**config.mk**
```make
export PLATFORM = sky130hd
export DESIGN_NAME = time_counter
export DESIGN_NICKNAME = d
export VERILOG_FILES = /design/src/rtl/time_counter.sv
export SDC_FILE = /design/constraint.sdc
export NUM_CORES = 1
export LEC_CHECK = 0
export ABC_AREA = 1
export BUFFER_PORTS_ARGS = -buffer_cell sky130_fd_sc_hd__buf_2
export CORE_ASPECT_RATIO = 1.1
export CORE_MARGIN = 2
export CORE_UTILIZATION = 45
export DETAILED_ROUTE_END_ITERATION = 7
export GPL_TIMING_DRIVEN = 0
export PLACE_DENSITY = 0.65
export SKIP_LAST_GASP = 1
export SYNTH_ARGS = -nofsm -noshare
export SYNTH_HDL_FRONTEND = slang
export SYNTH_SLANG_ARGS = --single-unit
```
**constraint.sdc**
```tcl
create_clock -name clk -period 2.3 [get_ports clk]
set_input_delay 0.23 -clock clk [delete_from_list [all_inputs] [get_ports clk]]
set_output_delay 0.23 -clock clk [all_outputs]
set_load 0.03 [all_outputs]
```
**src/rtl/time_counter.sv**
```systemverilog
// ----------------------------------------------------------------------------
// time_counter
//
// Timekeeping datapath for the digital clock. Holds hour, minute and second
// as packed BCD and advances each field on single-cycle enable strobes.
// Seconds and minutes emit registered one-cycle wrap carries (sbit, mbit);
// chaining between fields is done externally by the control block.
//
// Build option:
//   TIME_COUNTER_12H_EN  defined   -> 12-hour hours (12,01..11), pm flag
//                        undefined -> 24-hour hours (00..23), pm tied to 0
//
// Ports:
//   clk     in   system clock, rising edge
//   reset   in   asynchronous active-low reset
//   clr     in   synchronous clear of all fields; overrides the strobes
//   tick_s  in   advance seconds
//   inc_m   in   advance minutes
//   inc_h   in   advance hours
//   hour    out  [7:0] packed BCD hour
//   minute  out  [7:0] packed BCD minute 00..59
//   second  out  [7:0] packed BCD second 00..59
//   sbit    out  one-cycle pulse when seconds wrap 59->00
//   mbit    out  one-cycle pulse when minutes wrap 59->00
//   pm      out  afternoon flag (12-hour build only)
// ----------------------------------------------------------------------------
module time_counter (
    input  logic       clk,
    input  logic       reset,
    input  logic       clr,
    input  logic       tick_s,
    input  logic       inc_m,
    input  logic       inc_h,
    output logic [7:0] hour,
    output logic [7:0] minute,
    output logic [7:0] second,
    output logic       sbit,
    output logic       mbit,
    output logic       pm
);

`ifdef TIME_COUNTER_12H_EN
    localparam logic [7:0] HOUR_RST = 8'h12;
`else
    localparam logic [7:0] HOUR_RST = 8'h00;
`endif

    function automatic logic [7:0] bcd_inc(input logic [7:0] v);
        if (v[3:0] == 4'd9)
            return {v[7:4] + 4'd1, 4'd0};
        else
            return {v[7:4], v[3:0] + 4'd1};
    endfunction

    // Seconds and carry; sbit is registered so it lines up with 00 on the output.
    always_ff @(posedge clk or negedge reset) begin
        if (!reset) begin
            second <= '0;
            sbit   <= 1'b0;
        end else if (clr) begin
            second <= '0;
            sbit   <= 1'b0;
        end else begin
            sbit <= 1'b0;
            if (tick_s) begin
                if (second == 8'h59) begin
                    second <= '0;
                    sbit   <= 1'b1;
                end else begin
                    second <= bcd_inc(second);
                end
            end
        end
    end

    // Minutes and carry.
    always_ff @(posedge clk or negedge reset) begin
        if (!reset) begin
            minute <= '0;
            mbit   <= 1'b0;
        end else if (clr) begin
            minute <= '0;
            mbit   <= 1'b0;
        end else begin
            mbit <= 1'b0;
            if (inc_m) begin
                if (minute == 8'h59) begin
                    minute <= '0;
                    mbit   <= 1'b1;
                end else begin
                    minute <= bcd_inc(minute);
                end
            end
        end
    end

`ifdef TIME_COUNTER_12H_EN
    // 12-hour sequence 12,01..11,12; pm flips when 11 advances to 12.
    always_ff @(posedge clk or negedge reset) begin
        if (!reset) begin
            hour <= HOUR_RST;
            pm   <= 1'b0;
        end else if (clr) begin
            hour <= HOUR_RST;
            pm   <= 1'b0;
        end else if (inc_h) begin
            if (hour == 8'h12) begin
                hour <= 8'h01;
            end else begin
                hour <= bcd_inc(hour);
                if (hour == 8'h11)
                    pm <= ~pm;
            end
        end
    end
`else
    always_ff @(posedge clk or negedge reset) begin
        if (!reset) begin
            hour <= HOUR_RST;
        end else if (clr) begin
            hour <= HOUR_RST;
        end else if (inc_h) begin
            if (hour == 8'h23)
                hour <= '0;
            else
                hour <= bcd_inc(hour);
        end
    end

    assign pm = 1'b0;
`endif

endmodule
```
* Yosys cells after proc, flatten, opt, wreduce, memory -nomap -nowiden
Index checks and enable logic that the tools add are counted.
** Storage, ports and cells
- Register bits after elaboration :: 26
** Cells by class
- Equality and inequality tests :: 6
- $add $sub $neg :: 6
- Multiplexer cells :: 18
- Reduce and logical (&&, ||, !) cells :: 9
** Operator list (count)
- $mux 8 :: 12
- $add 4x1->4 const B :: 6
- $eq 8x7->1 const B :: 2
- $eq 4x4->1 const B :: 3
- $reduce_bool 3->1 :: 3
- $eq 8x6->1 const B :: 1
- $mux 1 :: 6
- $reduce_and 2->1 :: 3
- $reduce_bool 2->1 :: 3

* Depth between registers and ports, before layout
Gate-level depths: netlist of the first run.
- Depth after elaboration :: 5
- Mapped depth :: 9
- Mapped depth without buffers :: 9

* Worst setup path after synthesis of the first run
No wires, ideal clock.
- Path kind :: reg-to-reg
- Start point :: register minute[1]
- End point :: register minute[5]
- Cell stages (with the launch flop) :: 8
- Required time :: 2.176 ns
- Path slack :: 0.878 ns
- Period minus slack after synthesis :: 1.422 ns
- Arrival :: 1.298 ns
- Path through :: dfrtp_1 > inv_1 > ha_1 > nand3_2 > o21ai_4 > inv_2 > nand2_1 > o31ai_2
** Between the ends
- Cells in the longest elaborated chain, start to end :: 4
- Elaborated cells between the ends (all ways) :: 7
- Those cells by class :: 2 x eq/ne; 3 x mux; 2 x reduce/logical
** RTL lines
- start, declared :: RTL line 35 : output logic [7:0] minute,
- start signal, assigned :: RTL line 91 : minute <= bcd_inc(minute);
- $eq 8x7->1 :: RTL line 87 : if (minute == 8'h59) begin
- $mux 8 :: RTL line 87
- $mux 8 :: RTL line 86 : if (inc_m) begin
- $mux 8 :: RTL line 81 : end else if (clr) begin
Several ways; a longest one is shown, not always the timed one. The select of a mux whose other input is x is not followed.
A chain may end at the register's enable or synchronous reset.

* Worst setup path after layout of the first run
- Start point :: register hour[4]
- End point :: register hour[1]
** Between the ends
- Cells in the longest elaborated chain, start to end :: 4
** RTL lines
- start, declared :: RTL line 34 : output logic [7:0] hour,
- start signal, assigned :: RTL line 126 : hour <= bcd_inc(hour);
- $eq 8x6->1 :: RTL line 123 : if (hour == 8'h23)
- $mux 8 :: RTL line 123
- $mux 8 :: RTL line 122 : end else if (inc_h) begin
- $mux 8 :: RTL line 120 : end else if (clr) begin
No other way between the ends. The select of a mux whose other input is x is not followed.

==> results of run 1 <==
-- area by class of cell --
class / instances / area (µm²) / share of cell area, %
plain buffers: 3 / 38.79 / 2.082
repair buffers: 31 / 160.2 / 8.596
inverters: 30 / 120.1 / 6.447
multi-input cells: 133 / 797.0 / 42.78
well taps: 48 / 60.06 / 3.224
clock buffers: 4 / 36.28 / 1.948
flip-flops and latches: 26 / 650.6 / 34.92
-- Yosys cell counts, drive strengths merged --
cell type / n
xnor2: 1
a21oi: 2
nor2: 24
nor3: 3
nor4: 2
xor2: 6
nand2: 38
o22ai: 2
o21a: 1
a31oi: 1
inv: 30
nand3: 23
ha: 12
and3: 1
buf: 3
dfrtp: 26
o31ai: 2
conb: 1
nand4: 5
o21ai: 9
-- state kept, by name (all words and copies together) (netlist names) --
name    count
second      8
minute      8
sbit        1
hour        8
mbit        1
-- timing repair --
action,CTS,global route
setup buffers,0,0
hold endpoints to repair,26,0
endpoints found under the setup margin,0,0
hold buffers,1,0
-- power by group --
part / switching [mW] / internal, mW / total, mW / leakage [nW]
logic: 0.147 / 0.0685 / 0.216 / 0.608
clock network: 0.140 / 0.0968 / 0.236 / 0.0210
registers: 0.0323 / 0.482 / 0.514 / 0.357
total: 0.319 / 0.647 / 0.966 / 0.986
-- path summary, 6_finish.rpt --
path / end / slack, ns / cells after the start
worst max-delay path: hour[1] / 0.85 / 9
worst min-delay path: sbit / 0.13 / 2
worst max register to register: hour[1] / 0.85 / 9
worst min register to register: minute[5] / 0.58 / 2
max in group asynchronous: minute[7] / 1.48 / 2
min in group asynchronous: hour[6] / 0.43 / 2
-- cells by family (layout without fill, tap and decap cells) --
family	count (synthesis)	count (layout)	share of synthesized area (%)
and+or+nand+nor	96	96	28.66
buffers and inverters	33	68	9.891
DFF	26	26	40.50
AOI/OAI and AO/OA	17	17	7.555
adders and majority gates	12	12	9.346
xor gates and xnor gates	7	7	3.816
other	1	1	0.2334
-- layer usage --
metal / up-vias / share of wire, % / track usage, %
li1: 686 / - / -
met1: 614 / 49 / 23.63
met2: 26 / 47 / 29.57
met3: 2 / 3.5 / 1.748
met4: 0 / 0.69 / 5.707
met5: - / 0 / 0
-- per-stage QoR --
stage / utilization [%] / hold WS (ns) / std cells / total power [mW] / worst slack, ns
global placement: 53.66 / 0.2756 / 270 / 0.7367 / 0.9158
CTS: 55.03 / 0.1219 / 275 / 0.9813 / 0.8450
floorplan: - / -0.06559 / 192 / 0.6746 / 0.8780
detailed placement: 53.66 / 0.2777 / 270 / 0.7407 / 0.8822
global route: 55.03 / 0.1120 / 275 / 1.032 / 0.6725
finish: 55.03 / 0.1328 / 275 / 0.9664 / 0.8512
-- cells in the final DEF, fill, tap and decap left out, types with 2 or more instances in the layout --
cell / netlist / final
o22ai_1: 2 / 2
nor3_1: 3 / 3
a21oi_1: 2 / 2
buf_2: 0 / 30
ha_1: 12 / 12
o21ai_1: 3 / 3
nand3_2: 7 / 7
o21ai_0: 4 / 4
xor2_1: 6 / 6
nand2_1: 35 / 35
nor2_1: 22 / 22
clkbuf_4: 0 / 3
inv_2: 5 / 5
dfrtp_1: 26 / 26
inv_1: 24 / 24
nor2_2: 2 / 2
nor4_1: 2 / 2
nand4_1: 5 / 5
nand2_2: 3 / 3
nand3_1: 16 / 16
o31ai_2: 2 / 2
==> results.yml, run 1 <==
logic_synthesis:
  ys_warn_count: 0
  avgSynthCellArea_um2: 8.367
  synth-seq-cells: 26
  synth_area_um2: 1607
  synthDistinctLibCells: 30
  ys_seq_area_share_pct: 40.50
  yosys.area.top_type: "dfrtp_1"
  synth_top_area_share_pct: 40.50
  synth_nets: 210
  yosys-top-cells-area: "dfrtp_1 (40%), ha_1 (9.3%), nand2_1 (8.2%)"
  synth_cells: 192
job:
  drv_cap: 0
grt:
  grt_pass1_vias: 1236
  grt-ovfl-total: 0
  antenna_found_initial: 0
  grt_max_degree: 27
  grt_util_all_layers_pct: 17.68
  grt_pass1_wl_um: 5437
route:
  drt-pass1-iter-count: 5
  wire_per_inst_um: 11.53
  first_iter_violations: 62
  avgViaCountPerCell: 4.829
  antenna_left: 0
  drt-total-wl_um: 3171
  route.detailed.drc: 0
  vias: 1328
clock_tree:
  cts-buffers-inserted: 3
  cts_resized: 0
  cts_tree: "done"
  path_clk_slew_ns: 0.15
  insertion_delay_ns: 0.32
  cts_root_buf: "clkbuf_4"
  clockBufferDepth: 2
  htree_num_levels: 1
  clock-sinks: 26
setup_path:
  crit-reg2reg-launch: "hour[4]"
  worstPathArrival_ns: 1.67
  crit_buf_inv: 3
  crit_fanout: 7
  critPathLaunchType: "flip-flop"
  critPathTopFamily: "flip-flops"
  path_cells: "inv_1, ha_1, inv_1, nor2_1, nand3_1, nand3_2, nand2_2, inv_2, nor2_1"
  crit_type: "flip-flop to flip-flop"
  setup.worst_path.end_class: "flip-flop"
  critPathMaxStageDelay_ns: 0.48
  crit_required_ns: 2.52
  crit_slowest_cell: "dfrtp_1"
  startpoint: "hour[4]"
floorplanning:
  initial_core_util_pct: 47.45
  rows: 22
  coreArea_um2: 3386
  die_area_um2: 4065
  die_width_um: 60.97
  ios: 33
  fp.dieH_um: 66.67
timing:
  min_period_ns: 1.449
  fin_setup_tns_ns: 0
  finalSetupViolCount: 0
  final-max-slew-violation-count: 0
  tightestPinTransition_ns: 0.5932
  fin_skew_ns: 0.007544
  final_hold_viol_count: 0
  fmax_mhz: 690.2
  rsz0062_at_grt: "false"
  relSlewSlack_pct: 60.45
  fin_crit_sh_pct: 62.99
outcome:
  status: "complete, no violations"
cells_and_area:
  drive_gt1_share_pct: 25.99
  diodes: 0
  finalInstanceArea_um2: 1863
  syn2layout_area_growth_pct: 15.97
  fillers: 355
  fin_nets: 246
hold_path:
  worst_hold_path_type: "input port to flip-flop"
  min_from: "clr"
place:
  detailed_place_hpwl_um: 2405
  io_buffer_count: 30
  gp_congestion: 0.7962
  placed_area_um2: 1817
power_and_ir_drop:
  peakVddDrop_uv: 403.7
  p_per_area_nw_per_um2: 518.7
  leakagePower_nw: 0.9858
No activity file was read; power rests on OpenSTA's default activity.
==> run 2: changes to the inputs <==
--- a/config.mk
+++ b/config.mk
@@ -12,7 +12,7 @@
 export CORE_UTILIZATION = 45
 export DETAILED_ROUTE_END_ITERATION = 7
 export GPL_TIMING_DRIVEN = 0
-export PLACE_DENSITY = 0.65
+export PLACE_DENSITY = 0.67
 export SKIP_LAST_GASP = 1
 export SYNTH_ARGS = -nofsm -noshare
 export SYNTH_HDL_FRONTEND = slang
==> constraint.sdc (replaced) <==
create_clock -name clk -period 1.33 [get_ports clk]
set_input_delay 0.133 -clock clk [delete_from_list [all_inputs] [get_ports clk]]
set_output_delay 0.133 -clock clk [all_outputs]
set_load 0.03 [all_outputs]
==> run 2 against run 1 <==
  * Cell count increased by 3.3%
  * Sequential cell count unchanged
  * Maximum frequency increased by 11%
  * Die area unchanged
  * Core utilization increased by 6.9 points
  * Sequential share of layout area decreased by 3.4 points
  * Total power increased by 86%
  * Highest routed layer unchanged
  * Setup slack got worse by 0.82 ns
==> results.yml, run 2 (synthesis results as in run 1) <==
setup_path:
  crit_type: "flip-flop to flip-flop"
  crit-reg2reg-launch: "second[1]"
  rr_endpoint: "second[5]"
  crit_buf_inv: 1
  critPathLaunchType: "flip-flop"
  path_cells: "inv_2, ha_4, nand2_2, nor2_4, nand3_4, o31ai_4"
  critPathTopFamily: "flip-flops"
  reg2reg_depth: 6
  crit_slowest_cell: "dfrtp_2"
  reg2reg_slack_ns: 0.03
  setup.worst_path.end_class: "flip-flop"
  crit_required_ns: 1.60
  crit_fanout: 3
  worstPathArrival_ns: 1.57
  critPathMaxStageDelay_ns: 0.45
timing:
  fmax_mhz: 768.1
  fin_skew_ns: 0.01264
  final-max-slew-violation-count: 0
  tightestPinTransition_ns: 0.6030
  relSlewSlack_pct: 59.80
  rsz0062_at_grt: "true"
  min_period_ns: 1.302
  fin_ws_ns: 0.02801
  fin_crit_sh_pct: 97.89
  final_hold_viol_count: 0
  finalSetupViolCount: 0
power_and_ir_drop:
  leakagePower_nw: 1.025
  peakVddDrop_uv: 747.2
  power_mw: 1.799
  p_per_area_nw_per_um2: 857.7
floorplanning:
  fp.dieH_um: 66.67
  coreArea_um2: 3386
  initial_core_util_pct: 47.45
  die_area_um2: 4065
  ios: 33
  rows: 22
  die_width_um: 60.97
place:
  detailed_place_hpwl_um: 2346
  dp_slack_ns: -0.03079
  gp_congestion: 0.7805
  io_buffer_count: 30
  placed_area_um2: 1849
  dp_cells: 270
clock_tree:
  clock-sinks: 26
  htree_num_levels: 1
  clockBufferDepth: 2
  cts_tree: "done"
  insertion_delay_ns: 0.33
  cts_root_buf: "clkbuf_4"
  cts-buffers-inserted: 3
  path_clk_slew_ns: 0.15
grt:
  grt_pass1_vias: 1235
  grt_util_all_layers_pct: 18.41
  grt_pass1_wl_um: 5616
  antenna_found_initial: 0
  grt-ovfl-total: 0
  grt_max_degree: 27
cells_and_area:
  layoutNonFillerInstCount: 284
  fin_nets: 255
  fillers: 304
  most-common-layout-cells: "buf_2 (30), nand2_1 (29), inv_1 (19)"
  finalInstanceArea_um2: 2097
  drive_gt1_share_pct: 40.68
  final_common_cell: "buf_2"
  diodes: 0
  syn2layout_area_growth_pct: 30.53
  largest_registers: "hour (8), minute (8), second (8)"
  final_core_util_pct: 61.94
route:
  wire_per_inst_um: 12.05
  antenna_left: 0
  drt-pass1-iter-count: 4
  first_iter_violations: 97
  avgViaCountPerCell: 4.933
  drt-total-wl_um: 3423
  route.detailed.drc: 0
  vias: 1401
hold_path:
  whs_endpoint: "hour[7]"
  min_from: "inc_h"
  whs_path_depth: 3
  worst_hold_path_type: "input port to flip-flop"
outcome:
  status: "complete, no violations"
job:
  drv_cap: 0
run 2: cell count changes in the layout (fill, tap and decap cells not counted), moves of 5 or more:
| cell | delta |
|---|---|
| buf_4 | +8 |
| dfrtp_1 | -8 |
| dfrtp_2 | +8 |
| inv_1 | -5 |
| inv_2 | +5 |
| nand2_1 | -6 |
| nand2_2 | +5 |
| nand3_4 | +5 |
run 2: how the worst max path moves through the flow:
stage / start / slack (ns) / depth (start not counted) / to
after floorplan: second[1] / 0.001 / 7 / second[5]
after global placement: hour[4] / -0.02 / 9 / hour[1]
after detailed placement: hour[4] / -0.03 / 9 / hour[1]
after CTS: second[1] / 0.004 / 7 / second[4]
after global routing: hour[4] / -0.03 / 9 / hour[2]
final: second[1] / 0.03 / 6 / second[5]
run 2: where the power goes:
| group | internal, mW | leakage [nW] | switching, mW |
|---|---|---|---|
| clock | 0.168 | 0.0210 | 0.248 |
| combinational | 0.179 | 0.659 | 0.299 |
| sequential | 0.840 | 0.345 | 0.0646 |
| total | 1.19 | 1.02 | 0.612 |
run 2: metrics by stage:
stage	hold slack (ns)	TNS (ns)
after floorplan	-0.1626	0
after global placement	0.1794	-0.1175
after detailed placement	0.1816	-0.1672
after CTS	0.01245	0
after global routing	0.06955	-0.2890
final	0.07579	0
run 2: tightest hold or removal path, delay by kind of cell:
kind                   cells  cell delay [ns]
buffers and inverters      1             0.12
AND/OR/NAND/NOR            2             0.14
run 2: area by class of cell:
type	count	area [µm²]	share of cell area, %
Clock buffer	4	36.28	1.730
Tap cell	48	60.06	2.864
Timing Repair Buffer	40	230.2	10.98
Multi-Input combinational cell	133	950.9	45.35
Inverter	30	120.1	5.728
Buffer	3	38.79	1.850
Sequential cell	26	660.6	31.50
run 2: what timing repair did:
item,CTS,global route
buffers inserted,2,6
pin swaps,3,13
hold endpoints to repair,26,1
cloned,0,0
endpoints found under the setup margin,11,17
hold buffers,1,1
resized for setup,3,26
run 2: routing by layer:
metal,routed length (µm),global-route usage (%),share of wire (%),vias up
met2,1694,29.44,49,32
met4,37,6.522,1.1,0
met5,0,0,0,-
li1,-,-,-,707
met3,112,2.330,3.3,4
met1,1579,25.27,46,658
==> run 3: changes to the inputs <==
==> constraint.sdc (replaced) <==
create_clock -name clk -period 1.15 [get_ports clk]
set_input_delay 0.115 -clock clk [delete_from_list [all_inputs] [get_ports clk]]
set_output_delay 0.115 -clock clk [all_outputs]
set_load 0.03 [all_outputs]
==> run 3 against run 2 <==
  * The flow now finishes with violations (setup timing)
  * Cell count rose by 3.5%
  * Sequential power rose by 16%
  * First-iteration DRC count fell by 29%
  * Highest routed layer unchanged
  * Critical path type unchanged
==> results.yml, run 3 (synthesis results as in run 1) <==
timing:
  tightestPinTransition_ns: 0.6088
  hold_ws_ns: 0.006473
  fin_skew_ns: 0.008201
  fmax_mhz: 783.9
  rsz0062_at_grt: "true"
  fin_setup_tns_ns: -2.001
  fin_ws_ns: -0.1256
  finalSetupViolCount: 26
  relSlewSlack_pct: 59.41
  fin_crit_sh_pct: 110.9
  final-max-slew-violation-count: 0
  final_hold_viol_count: 0
  min_period_ns: 1.276
job:
  drv_cap: 0
setup_path:
  worstPathArrival_ns: 1.52
  critPathLaunchType: "flip-flop"
  rr_endpoint: "hour[7]"
  setup.worst_path.end_class: "flip-flop"
  crit_type: "flip-flop to flip-flop"
  reg2reg_depth: 9
  crit_required_ns: 1.39
  reg2reg_slack_ns: -0.13
  crit-reg2reg-launch: "hour[4]"
  crit_fanout: 5
  startpoint: "hour[4]"
place:
  detailed_place_hpwl_um: 2386
  dp_cells: 270
  gp_congestion: 0.8097
  io_buffer_count: 30
route:
  vias: 1453
  drt-pass1-iter-count: 4
  avgViaCountPerCell: 4.942
  wire_per_inst_um: 12.24
  route.detailed.drc: 0
  antenna_left: 0
  first_iter_violations: 69
  drt-total-wl_um: 3600
clock_tree:
  cts_tree: "done"
  insertion_delay_ns: 0.33
  htree_num_levels: 1
  cts-buffers-inserted: 3
  clock-sinks: 26
  clockBufferDepth: 2
  cts_root_buf: "clkbuf_4"
  path_clk_slew_ns: 0.14
outcome:
  status: "complete, but fails checks"
  violations: "setup timing"
grt:
  grt_util_all_layers_pct: 19.01
  grt_max_degree: 27
  antenna_found_initial: 0
  grt_pass1_vias: 1363
  grt_pass1_wl_um: 5802
  grt-ovfl-total: 0
floorplanning:
  initial_core_util_pct: 47.45
  coreArea_um2: 3386
  die_width_um: 60.97
  rows: 22
  die_area_um2: 4065
  ios: 33
  fp.dieH_um: 66.67
cells_and_area:
  most-common-layout-cells: "nand2_1 (32), buf_2 (22), dfrtp_2 (20)"
  diodes: 0
  drive_gt1_share_pct: 49.19
  syn2layout_area_growth_pct: 38.94
  layoutNonFillerInstCount: 294
  largest_registers: "hour (8), minute (8), second (8)"
  fin_nets: 266
  final_common_cell: "nand2_1"
power_and_ir_drop:
  power_mw: 2.084
  p_per_area_nw_per_um2: 933.8
  peakVddDrop_uv: 815.4
  leakagePower_nw: 1.063
hold_path:
  worst_hold_path_type: "input port to flip-flop"
  whs_endpoint: "mbit"
  whs_path_depth: 2
  min_from: "clr"
==> run 3: cell types whose count changed in the layout (fill, tap and decap cells not counted), moves of 3 or more <==
| cell | change |
|---|---|
| buf_2 | -8 |
| buf_4 | +8 |
| buf_6 | +11 |
| dfrtp_1 | -12 |
| dfrtp_2 | +12 |
| nand2_1 | +3 |
| nand2_2 | -3 |
| o21ai_0 | -3 |
==> run 3: worst max-delay path by stage <==
stage                            to  slack (ns)  cells past startpoint
after floorplan           minute[5]       -0.15                      7
after global placement      hour[1]       -0.19                      9
after detailed placement    hour[1]       -0.17                      9
after CTS                   hour[1]       -0.11                      9
after global routing        hour[5]       -0.20                      9
final                       hour[7]       -0.13                      9
==> run 3: report_power, final <==
part	internal, mW	switching (mW)
logic	0.276	0.363
clock network	0.123	0.274
registers	0.973	0.0754
total	1.37	0.713
==> run 3: through the flow <==
stage               setup slack (ns)  util [%]  instance area, µm²
finish                       -0.1256     65.93                2232
global route                 -0.1990     65.93                2232
CTS                          -0.1126     61.05                2067
detailed placement           -0.1738     56.02                1897
global placement             -0.1932     56.02                1897
floorplan                    -0.1536         -                1687
==> run 3: final cells by class <==
cell class,instances,area (µm²)
repair buffers,51,371.6
multi-input cells,133,940.9
flip-flops and latches,26,675.6
well taps,48,60.06
inverters,30,122.6
plain buffers,3,38.79
clock buffers,3,22.52
fillers,292,1154
==> run 3: layer usage <==
metal | global-route usage (%) | vias to the layer above | wire (µm)
li1 | - | 731 | -
met1 | 23.46 | 688 | 1623
met2 | 33.20 | 29 | 1834
met3 | 2.524 | 5 | 96
met4 | 6.793 | 0 | 45
met5 | 0 | - | 0
==> run 3: worst max-delay path: stages (launching register included) <==
cell,delay (ns)
dfrtp_2,0.44
inv_2,0.07
ha_4,0.13
inv_2,0.03
nor2_2,0.08
nand3_2,0.10
nand3_4,0.13
nand2_4,0.09
nand2_1,0.07
nand2_1,0.05
==> run 3: timing repair <==
| action | in CTS | in global routing |
|---|---|---|
| hold buffers | 1 | 0 |
| setup endpoints to repair | 21 | 36 |
| pin swaps | 8 | 5 |
| endpoints found under the hold margin | 26 | 0 |
| resized for setup | 8 | 49 |
| buffers inserted | 14 | 6 |
